`src/rtl/wb_pkg.sv`:
```
`default_nettype none
// ============================================================================
// Module      : wb_pkg
// Description : Shared widths and the buffered write-port entry type for the
//               writeback port arbiter and its result FIFO.
// Revision    : 1.0 - initial release
// ============================================================================
package wb_pkg;

    localparam int REG_WIDTH = 32;
    localparam int REG_COUNT = 32;
    localparam int REG_BITS  = $clog2(REG_COUNT);

    // One pending register-file write from the long-latency unit.
    typedef struct packed {
        logic [REG_BITS-1:0]  dst;
        logic [REG_WIDTH-1:0] data;
    } wb_entry_t;

endpackage
`default_nettype wire

```
`src/rtl/wb_fifo.sv`:
```
`default_nettype none
// ============================================================================
// Module      : wb_fifo
// Description : Synchronous FIFO of wb_entry_t. Besides head/full/empty it
//               exposes the slot valid vector and destinations as they will
//               be after the current edge, so the owner can register a
//               per-register pending mask in step with the contents.
// Ports       : clk, rst (async, active high), push/push_entry, pop,
//               full, empty, head, valid_next[DEPTH], dst_next[DEPTH]
// Revision    : 1.0 - initial release
// ============================================================================
module wb_fifo
    import wb_pkg::*;
#(
    parameter int DEPTH = 4
) (
    input  logic                             clk,
    input  logic                             rst,
    input  logic                             push,
    input  wb_entry_t                        push_entry,
    input  logic                             pop,
    output logic                             full,
    output logic                             empty,
    output wb_entry_t                        head,
    output logic [DEPTH-1:0]                 valid_next,
    output logic [DEPTH-1:0][REG_BITS-1:0]   dst_next
);

    localparam int ADDR_W = $clog2(DEPTH);
    localparam int CNT_W  = ADDR_W + 1;

    wb_entry_t [DEPTH-1:0] mem_q, mem_d;
    logic [ADDR_W-1:0]     rd_ptr_q, rd_ptr_d;
    logic [ADDR_W-1:0]     wr_ptr_q, wr_ptr_d;
    logic [CNT_W-1:0]      count_q, count_d;
    logic [ADDR_W-1:0]     offset;
    logic                  do_push;
    logic                  do_pop;

    assign full    = (count_q == CNT_W'(DEPTH));
    assign empty   = (count_q == '0);
    assign head    = mem_q[rd_ptr_q];
    assign do_push = push && !full;
    assign do_pop  = pop && !empty;

    always_comb begin
        mem_d      = mem_q;
        rd_ptr_d   = rd_ptr_q;
        wr_ptr_d   = wr_ptr_q;
        offset     = '0;
        valid_next = '0;
        dst_next   = '0;
        if (do_push) begin
            mem_d[wr_ptr_q] = push_entry;
            wr_ptr_d        = wr_ptr_q + 1'b1;
        end
        if (do_pop) begin
            rd_ptr_d = rd_ptr_q + 1'b1;
        end
        count_d = count_q + CNT_W'(do_push) - CNT_W'(do_pop);
        // A slot is live when its distance from the new read pointer is
        // below the new occupancy (pointers wrap modulo DEPTH).
        for (int i = 0; i < DEPTH; i++) begin
            offset        = ADDR_W'(i) - rd_ptr_d;
            valid_next[i] = ({1'b0, offset} < count_d);
            dst_next[i]   = mem_d[i].dst;
        end
    end

    always_ff @(posedge clk or posedge rst) begin
        if (rst) begin
            mem_q    <= '0;
            rd_ptr_q <= '0;
            wr_ptr_q <= '0;
            count_q  <= '0;
        end else begin
            mem_q    <= mem_d;
            rd_ptr_q <= rd_ptr_d;
            wr_ptr_q <= wr_ptr_d;
            count_q  <= count_d;
        end
    end

endmodule
`default_nettype wire

```
`src/rtl/wb_port_arbiter.sv`:
```
`default_nettype none
// ============================================================================
// Module      : wb_port_arbiter
// Description : Shares the register-file write port between the in-order
//               writeback stage (fixed priority) and the long-latency unit,
//               whose results are buffered and drained into idle cycles.
//               A starvation guard asks the hazard unit for a bubble when the
//               buffer head has been blocked for STARVE_LIMIT cycles.
// Ports       : clk, rst (async, active high)
//               pipe_we/pipe_reg/pipe_data  - writeback stage request
//               lu_valid/lu_reg/lu_data     - long-unit result, lu_ready back
//               rf_we/rf_reg/rf_data        - register-file write port
//               pending_mask                - registers with buffered writes
//               stall_req                   - writeback bubble request
// Revision    : 1.0 - initial release
// ============================================================================
module wb_port_arbiter #(
    parameter int REG_WIDTH    = wb_pkg::REG_WIDTH,
    parameter int REG_COUNT    = wb_pkg::REG_COUNT,
    parameter int REG_BITS     = $clog2(REG_COUNT),
    parameter int FIFO_DEPTH   = 4,
    parameter int STARVE_LIMIT = 8
) (
    input  logic                 clk,
    input  logic                 rst,
    input  logic                 pipe_we,
    input  logic [REG_BITS-1:0]  pipe_reg,
    input  logic [REG_WIDTH-1:0] pipe_data,
    input  logic                 lu_valid,
    input  logic [REG_BITS-1:0]  lu_reg,
    input  logic [REG_WIDTH-1:0] lu_data,
    output logic                 lu_ready,
    output logic                 rf_we,
    output logic [REG_BITS-1:0]  rf_reg,
    output logic [REG_WIDTH-1:0] rf_data,
    output logic [REG_COUNT-1:0] pending_mask,
    output logic                 stall_req
);
    import wb_pkg::wb_entry_t;

    localparam int CNT_W = $clog2(STARVE_LIMIT + 1);

    typedef enum logic [1:0] {
        ST_IDLE  = 2'd0,
        ST_WAIT  = 2'd1,
        ST_STALL = 2'd2
    } starve_state_t;

    logic                                pipe_active;
    logic                                do_push;
    logic                                do_pop;
    logic                                fifo_full;
    logic                                fifo_empty;
    wb_entry_t                           fifo_head;
    wb_entry_t                           lu_entry;
    logic [FIFO_DEPTH-1:0]               valid_next;
    logic [FIFO_DEPTH-1:0][REG_BITS-1:0] dst_next;

    starve_state_t        state_q, state_d;
    logic [CNT_W-1:0]     cnt_q, cnt_d;
    logic                 stall_req_q, stall_req_d;
    logic [REG_COUNT-1:0] pending_mask_q, pending_mask_d;

    // Writes to x0 are idle cycles and never win the port.
    assign pipe_active = pipe_we && (pipe_reg != '0);
    assign do_pop      = !pipe_active && !fifo_empty;

    // Readiness is purely !full; a same-cycle pop does not open a slot.
    // Accepted x0 results are dropped instead of buffered.
    assign lu_ready    = !fifo_full;
    assign do_push     = lu_valid && !fifo_full && (lu_reg != '0);
    assign lu_entry    = '{dst: lu_reg, data: lu_data};

    assign rf_we   = !rst && (pipe_active || !fifo_empty);
    assign rf_reg  = pipe_active ? pipe_reg  : fifo_head.dst;
    assign rf_data = pipe_active ? pipe_data : fifo_head.data;

    assign pending_mask = pending_mask_q;
    assign stall_req    = stall_req_q;

    wb_fifo #(
        .DEPTH (FIFO_DEPTH)
    ) u_fifo (
        .clk        (clk),
        .rst        (rst),
        .push       (do_push),
        .push_entry (lu_entry),
        .pop        (do_pop),
        .full       (fifo_full),
        .empty      (fifo_empty),
        .head       (fifo_head),
        .valid_next (valid_next),
        .dst_next   (dst_next)
    );

    // Mask reflects the contents after this edge, so a bit drops on the
    // same edge that pops the last entry for that register.
    always_comb begin
        pending_mask_d = '0;
        for (int i = 0; i < FIFO_DEPTH; i++) begin
            if (valid_next[i]) begin
                pending_mask_d[dst_next[i]] = 1'b1;
            end
        end
    end

    // Starvation guard: count cycles the head is blocked by the pipeline.
    always_comb begin
        state_d     = state_q;
        cnt_d       = cnt_q;
        stall_req_d = 1'b0;
        if (fifo_empty) begin
            cnt_d   = '0;
            state_d = do_push ? ST_WAIT : ST_IDLE;
        end else if (do_pop) begin
            cnt_d   = '0;
            state_d = (valid_next == '0) ? ST_IDLE : ST_WAIT;
        end else begin
            if (cnt_q != CNT_W'(STARVE_LIMIT)) begin
                cnt_d = cnt_q + 1'b1;
            end
            state_d = ((state_q == ST_STALL) || (cnt_d == CNT_W'(STARVE_LIMIT)))
                      ? ST_STALL : ST_WAIT;
        end
        stall_req_d = (state_d == ST_STALL);
    end

    always_ff @(posedge clk or posedge rst) begin
        if (rst) begin
            state_q        <= ST_IDLE;
            cnt_q          <= '0;
            stall_req_q    <= 1'b0;
            pending_mask_q <= '0;
        end else begin
            state_q        <= state_d;
            cnt_q          <= cnt_d;
            stall_req_q    <= stall_req_d;
            pending_mask_q <= pending_mask_d;
        end
    end

endmodule
`default_nettype wire
```
`config.mk`:
```
export PLATFORM = sky130hd
export DESIGN_NAME = wb_port_arbiter
export DESIGN_NICKNAME = d
export VERILOG_FILES = /design/src/rtl/wb_pkg.sv /design/src/rtl/wb_fifo.sv /design/src/rtl/wb_port_arbiter.sv
export SDC_FILE = /design/constraint.sdc
export NUM_CORES = 1
export LEC_CHECK = 0
export CORE_MARGIN = 4
export CORE_UTILIZATION = 55
export CTS_CLUSTER_SIZE = 24
export DETAILED_ROUTE_END_ITERATION = 10
export PLACE_DENSITY_LB_ADDON = 0.15
export SYNTH_ARGS = -nofsm -noshare
export SYNTH_HDL_FRONTEND = slang
export SYNTH_HIERARCHICAL = 1
export SYNTH_SLANG_ARGS = --single-unit
```
`constraint.sdc`:
```
create_clock -name clk -period 17.2 [get_ports clk]
set_clock_uncertainty 0.05 [all_clocks]
set_input_delay 5.16 -clock clk [delete_from_list [all_inputs] [get_ports clk]]
set_output_delay 5.16 -clock clk [all_outputs]
set_load 0.05 [all_outputs]
```
Word-level counts from Yosys, hierarchy flattened
Cells that the tools add are included.

Register bits after elaboration: 194. Output and inout bits: 72. Word-level logic and storage cells: 100.

$add $sub $neg: 9. Order comparisons: 15. Equality and inequality tests: 5. Muxes and demuxes: 31. Bitwise operators: 3. Reduce and logical (&&, ||, !) cells: 22.

Operators with widths (count): $mux W32 (5); $bwmux W148 (1); $mux W148 (1); $or A32 B32 Y32 (3); $bmux W37 S2 (1); $demux W37 S2 (1); $mux W37 (2); $lt A5 B6 Y1 const B (4); $demux W1 S5 (4); $ge A5 B1 Y1 const B (4); $mux W4 (5); $logic_and A1 B1 Y1 (12); $lt A2 B3 Y1 (4); $reduce_bool A5 Y1 (2); $mux W2 (4); $lt A2 B3 Y1 const B (2); $mux W1 (6); $mux W5 (1); $add A2 B1 Y2 const B (2); $add A4 B1 Y4 const B (1); $eq A2 B2 Y1 const B (2); $eq A4 B4 Y1 const B (1); $logic_not A1 Y1 (4); $logic_not A4 Y1 (1); 9 further kinds (12).

Longest topological paths before layout
Gate-level depths: netlist (run 1).

Depth in word-level cells: 17. Gate-level depth with buffers: 21. Depth with buffers taken out: 18.

Cells and area by module
Netlist (run 1), hierarchy kept.

Modules (own cells, without submodules): wb_fifo (instances 1, cells an instance 422, area an instance 7532.2 um2, sequential area each 3878.7 um2); wb_port_arbiter (instances 1, cells an instance 290, area an instance 2751.4 um2, sequential area each 975.9 um2).

Least setup slack after synthesis (run 1)
Ideal clock, no wire load.

Path type: input -> output. Start: input pipe_reg[0]. End: output rf_reg[0]. Arrival time: 6.587 ns. Setup slack: 5.403 ns. Cell stages on the path: 6. Path buffers: 2. Path through: or4_1 o21ai_2 buf_6 buf_2 nand2_1 nand2_1.

Cells in the longest elaborated chain, start to end: 3.

RTL lines: from (decl) (line wb_port_arbiter.sv:27) `input logic [REG_BITS-1:0] pipe_reg,`; $reduce_bool A5 Y1 (line wb_port_arbiter.sv:65) `assign pipe_active = pipe_we && (pipe_reg != '0);`; $logic_and A1 B1 Y1 (line wb_port_arbiter.sv:65); $mux W5 (*) (line wb_port_arbiter.sv:75) `assign rf_reg = pipe_active ? pipe_reg : fifo_head.dst;`; to (decl) (line wb_port_arbiter.sv:34) `output logic [REG_BITS-1:0] rf_reg,`.

Mark *: on every way between the ends. The rest lies on a longest branch, timed or not.

Worst setup path after layout (run 1)
Start: input pipe_reg[0]. End: output rf_data[21].

Cells in the longest elaborated chain, start to end: 3.

RTL lines: $reduce_bool A5 Y1 (line wb_port_arbiter.sv:65); $logic_and A1 B1 Y1 (line wb_port_arbiter.sv:65); $mux W32 (line wb_port_arbiter.sv:76) `assign rf_data = pipe_active ? pipe_data : fifo_head.data;`; to (decl) (line wb_port_arbiter.sv:35) `output logic [REG_WIDTH-1:0] rf_data,`.

No other way between the ends.

==> key figures, run 1 <==
Routing
  • Via count: 6767
  • Routed len/inst: 23.6 um
  • DRT Pass-1 Iters: 5
  • Final WL: 25600 um
  • Detail Route Antenna Nets: 0
  • Via density: 6.24
  • Residual DRC count: 0
  • Initial DRC Count: 474

Cells and area
  • Final-layout fill cell count: 1309
  • Layout area overhead: 20.7%
  • Share of layout cells above drive strength 1: 31.9%
  • Final net count: 932
  • # diodes: 0

Clock network
  • CTS Sinks: 194
  • Post-CTS setup buffers: 0
  • Clock Latency Late Sink: 430 ps
  • CTS tree: done
  • CTS Buf Count: 17
  • H-tree depth: 4
  • CTS Root Cell: clkbuf_16
  • Post-CTS Hold Fix Bufs: 0
  • Worst-path clk slew: 70 ps
  • CTS resizes: 0
  • Bufs on Longest Clock Path: 2

Timing
  • Hold Vio Cnt, Final: 0
  • Slew Viols, Final: 0
  • Total negative slack: 0 ps
  • Slew of the pin with the lowest slew margin: 1140 ps
  • Slew headroom: 24.0%
  • Max Freq: 0.0759 GHz
  • RSZ-0062 raised after global routing: no
  • Final min period: 13170 ps
  • Hold Slack: 454 ps
  • Tcrit/Tclk final: 76.6%
  • Final setup viols: 0

Worst hold path
  • Cells on Worst Hold Path: 1
  • Hold Crit Class: reg2reg

Flow run
  • MaxCap Viol Count: 0

Setup path
  • CP Data Required Time: 11990 ps
  • CP most frequent cell: clkdlybuf4s50_1
  • Worst R2R Start: u_fifo/count_q[2]
  • Worst path arrival time: 7960 ps
  • Reg2reg path depth: 14
  • WS Path Type: in2out
  • Setup crit end kind: output port
  • Crit path cell chain: clkdlybuf4s50_1, or4_1, o21ai_4, buf_4, mux2_2, clkdlybuf4s50_1
  • Critical path fanouts, max: 47
  • R2r setup slk: 12190 ps
  • Crit Reg-Reg Endpoint: pending_mask[16]
  • Max incr delay on CP: 710 ps
  • Startpoint types: input port
  • Slowest CP cell: clkdlybuf4s50_1

Logic synthesis
  • Async S/R FF share, synth: 100%
  • Post-synth cell types: 58
  • Most frequent cell after synthesis: dfrtp_1
  • Top FF cell, synth: dfrtp_1
  • Mapped Cells: 712
  • Yosys top cell by area: dfrtp_1
  • Post-synth EDFFs: 0
  • Cell Area, Synth: 10300 um^2
  • Seq/Total Area, Yosys: 47.2%
  • #FFs+latches synth: 194
  • Area contributors post-synth: dfrtp_1 47%, mux2_4 18%, mux4_2 8.1%
  • Avg Cell Area, Syn: 14.4 um^2
  • Mapped Nets: 801
  • YS warnings: 6
  • Post-synth top area share: 47.2%
  • Synth cell count leaders: 194 x dfrtp_1, 120 x mux2_4, 60 x mux2_2

Floorplanning
  • I/O pins: 150
  • Die Wd: 145 um
  • Die H: 145 um
  • Die Area: 20900 um^2
  • FP Rows: 49
  • Core ar.: 18100 um^2
  • Initial core utilization: 56.7%

Pwr
  • Comb pwr share: 56.4%
  • Clk pwr share: 15.0%
  • Internal power: 1.65 mW
  • Sw power: 1.19 mW
  • Worst VDD drop: 0.113 mV
  • Sequential power share: 28.5%
  • Sw Share: 41.9%
  • Pwr Density: 229 nW/um^2
  • Leakage: 5.53 nW

Placed design
  • GP Congestion: 0.887
  • Count of input and output buffers: 149
  • DP HPWL: 17000 um

GRT
  • GRT Total Usage: 24.9%
  • Gr ovfl total: 0
  • Initial antenna violation count: 1
  • Vias in the first global route: 7203
  • Wire length of the first global-routing pass: 40300 um
  • Largest net degree at the start of global routing: 89

Outcome
  • Status: finished, final reports clean
[worst max-delay path: cells and delay by family]
family	cells	cell delay, ps
AND/OR/NAND/NOR	1	580
multiplexers	1	410
buffers and inverters	3	1660
AO/OA/AOI/OAI	1	130
[cells by family after synthesis]
group,share of synthesized area [%]
muxes,32.4
DFF,47.2
and+or+nand+nor,7.97
AOI/OAI and AO/OA,6.41
buffers and inverters,4.10
adders and majority gates,1.41
xor gates and xnor gates,0.511
[area by class of cell]
| cell class | count | area (um^2) | share of cell area (%) |
|---|---|---|---|
| Multi-Input combinational cell | 455 | 5010 | 40.4 |
| Sequential cell | 194 | 4860 | 39.1 |
| Timing Repair Buffer | 155 | 1540 | 12.4 |
| Inverter | 20 | 80.1 | 0.645 |
| Tap cell | 229 | 287 | 2.31 |
| Clock inverter | 11 | 168 | 1.35 |
| Clock buffer | 20 | 467 | 3.76 |
[cell usage in the layout, fill, tap and decap left out, types with 3 or more instances in the layout]
master,netlist,layout
o22ai_1,8,8
nor3_1,6,6
clkbuf_8,0,3
o21ai_0,5,5
xnor2_1,3,3
xor2_1,3,3
mux2_2,60,60
mux2_4,120,120
inv_6,0,3
inv_8,0,3
nand2_1,29,29
clkbuf_16,0,17
inv_1,19,18
clkinv_4,0,3
nor3b_1,11,11
and3b_1,7,7
nand3b_1,11,11
ha_1,10,10
nor2_1,21,21
a22oi_1,12,12
a21oi_1,13,13
o221ai_1,21,21
nor2b_1,4,4
and3_1,5,5
or3_1,4,4
nand2_8,4,4
buf_4,1,6
nand3_1,12,12
bufinv_16,0,3
clkdlybuf4s50_1,0,149
a221o_1,8,8
dfrtp_1,194,192
mux4_2,37,37
o211ai_1,4,4
or3b_2,6,6
[layer usage]
metal  wire [um]  vias up  GRT usage, %
met3        1670       29          5.62
li1            -     2940             -
met5           7        -             0
met2       12500      256          40.8
met1       11200     3540          34.2
met4         293        2          5.89
[power by group through the flow]
stage	clock network [mW]	registers [mW]	logic (mW)
3_5_place_dp	0	0.813	1.58
6_report	0.426	0.810	1.60
3_3_place_gp	0	0.793	1.56
5_1_grt	0.452	0.833	1.69
4_1_cts	0.435	0.810	1.59
2_1_floorplan	0	0.793	1.20
[worst max-delay path by stage]
stage | start | end
3_3_place_gp | pipe_reg[0] | rf_data[26]
4_1_cts | pipe_reg[0] | rf_data[21]
3_5_place_dp | pipe_reg[1] | rf_data[21]
5_1_grt | pipe_reg[1] | rf_data[21]
6_report | pipe_reg[0] | rf_data[21]
2_1_floorplan | pipe_reg[0] | rf_reg[0]
[stage by stage]
step	area [um^2]	power, mW	cells	setup slack [ps]	utilization (%)
after detailed placement	11800	2.40	1053	4020	64.9
after CTS	12400	2.84	1084	4000	68.4
after floorplan	10300	1.99	712	5400	-
after global routing	12400	2.97	1084	3930	68.4
final	12400	2.84	1084	4030	68.4
after global placement	11800	2.35	1053	4090	64.9
Power figures use the tool's default switching activity.
==> run 2, diff against run 1 <==
clock period = 12.2 ns   (was 17.2 ns; I/O delays follow)
==> run 2 against run 1 <==
Effect of this change:
- sequential share of layout area up 0.12 points
- register-to-register slack got worse by 5000 ps
- die area did not move
- global-route usage up 0.49 points
- sequential power up 41%
- first-iteration DRC count fell by 11%
- largest power group unchanged
==> key figures, run 2 (synthesized netlist as in run 1, its figures left out) <==
Routing
  • DRT Pass-1 Iters: 5
  • Residual DRC count: 0
  • Via density: 6.24
  • Max Used Layer: met4
  • Routed len/inst: 23.9 um
  • Metal-1 WL: 11400 um
  • Via count: 6767
  • Detail Route Antenna Nets: 0
  • Met2 wire length: 12700 um
  • Final WL: 26000 um
  • Routed wl met3: 1490 um
  • Initial DRC Count: 424

Cells and area
  • Share of layout cells above drive strength 1: 31.9%
  • Final net count: 932
  • Most frequent cells in the layout: 192 x dfrtp_1, 149 x clkdlybuf4s50_1, 120 x mux2_4
  • Non-filler instance count after layout: 1085
  • Core Util, Final: 68.2%
  • Layout area overhead: 20.3%
  • # diodes: 0
  • Final-layout fill cell count: 1267
  • Most common cell after layout, fill and taps aside: dfrtp_1

Placed design
  • DP HPWL: 17100 um
  • GP Congestion: 0.885
  • Count of input and output buffers: 149
  • Dpl cells: 1053

GRT
  • Initial antenna violation count: 0
  • Gr ovfl total: 0
  • Wire length of the first global-routing pass: 40900 um
  • Largest net degree at the start of global routing: 95
  • GRT Total Usage: 25.4%
  • Vias in the first global route: 7296

Setup path
  • Crit path cell chain: clkdlybuf4s50_1, or4_1, o21ai_4, buf_4, mux2_2, clkdlybuf4s50_1
  • CP Data Required Time: 8490 ps
  • WS Path Type: in2out
  • Slowest CP cell: clkdlybuf4s50_1
  • Max incr delay on CP: 710 ps
  • Startpoint types: input port
  • Critical path fanouts, max: 26
  • Worst path arrival time: 6810 ps
  • CP most frequent cell: clkdlybuf4s50_1
  • Setup crit end kind: output port

Timing
  • Slew Viols, Final: 0
  • Final setup viols: 0
  • Slew headroom: 31.6%
  • Tcrit/Tclk final: 86.2%
  • Max Freq: 0.0951 GHz
  • Hold Vio Cnt, Final: 0
  • RSZ-0062 raised after global routing: no
  • Total negative slack: 0 ps
  • Slew of the pin with the lowest slew margin: 1020 ps
  • Final min period: 10520 ps
  • Hold Slack: 456 ps

Outcome
  • Status: finished, final reports clean

Clock network
  • CTS Root Cell: clkbuf_16
  • CTS Sinks: 194
  • Post-CTS Hold Fix Bufs: 0
  • Clock Latency Late Sink: 420 ps
  • CTS resizes: 0
  • Worst-path clk slew: 80 ps
  • Bufs on Longest Clock Path: 2
  • Post-CTS setup buffers: 0
  • H-tree depth: 4
  • CTS Buf Count: 17
  • CTS tree: done

Floorplanning
  • Die Wd: 145 um
  • Initial core utilization: 56.7%
  • Die H: 145 um
  • I/O pins: 150
  • FP Rows: 49
  • Die Area: 20900 um^2
  • Core ar.: 18100 um^2

Pwr
  • Pwr Density: 321 nW/um^2
  • Worst VDD drop: 0.170 mV
  • Leakage: 5.51 nW

Flow run
  • MaxCap Viol Count: 0

Worst hold path
  • Hold Crit Class: reg2reg
==> run 2: final timing paths <==
kind	start	slack, ps	depth (start not counted)	to
max in group asynchronous	rst	6910	3	u_fifo/rd_ptr_q[1]
min in group asynchronous	rst	3770	3	stall_req
setup reg to reg	u_fifo/count_q[2]	7220	14	pending_mask[4]
setup / recovery	pipe_reg[0]	1680	6	rf_data[23]
hold reg to reg	flop	460	1	flop
hold / removal	flop	460	1	flop
==> run 2: cell type report <==
type | count | area, um^2 | share of cell area [%]
multi-input combinational | 455 | 5010 | 40.5
clock inverter | 12 | 139 | 1.12
inverter | 20 | 80.1 | 0.647
timing repair buffer | 155 | 1540 | 12.4
sequential | 194 | 4860 | 39.3
tap | 229 | 287 | 2.32
clock buffer | 20 | 457 | 3.69
==> run 2: metal layers <==
layer | vias to the layer above | GRT usage (%)
li1 | 2943 | -
met1 | 3567 | 35.4
met2 | 233 | 41.5
met3 | 24 | 5.49
met4 | 0 | 5.65
met5 | - | 0
==> run 2: worst max-delay path: cells and delay by family <==
family | cells | cell delay, ps
AO/OA/AOI/OAI | 1 | 600
AND/OR/NAND/NOR | 1 | 570
buffers and inverters | 3 | 1570
multiplexers | 1 | 380
==> run 2: where the power goes <==
group | internal [mW] | switching, mW
Clock | 0.302 | 0.266
Combinational | 1.04 | 1.22
Sequential | 0.940 | 0.202
Total | 2.28 | 1.69
==> run 2: stage by stage <==
step	power (mW)	worst slack (ps)	area, um^2
2_1_floorplan	2.80	3400	10300
3_3_place_gp	3.32	1720	11800
3_5_place_dp	3.38	1660	11800
4_1_cts	3.97	1640	12400
5_1_grt	4.17	1560	12400
6_report	3.97	1680	12400
==> run 3, diff against run 2 <==
CTS_CLUSTER_DIAMETER = 80   (was default)
==> results of run 3 <==
No change in the layout: final DEF, timing and power equal those of run 2.
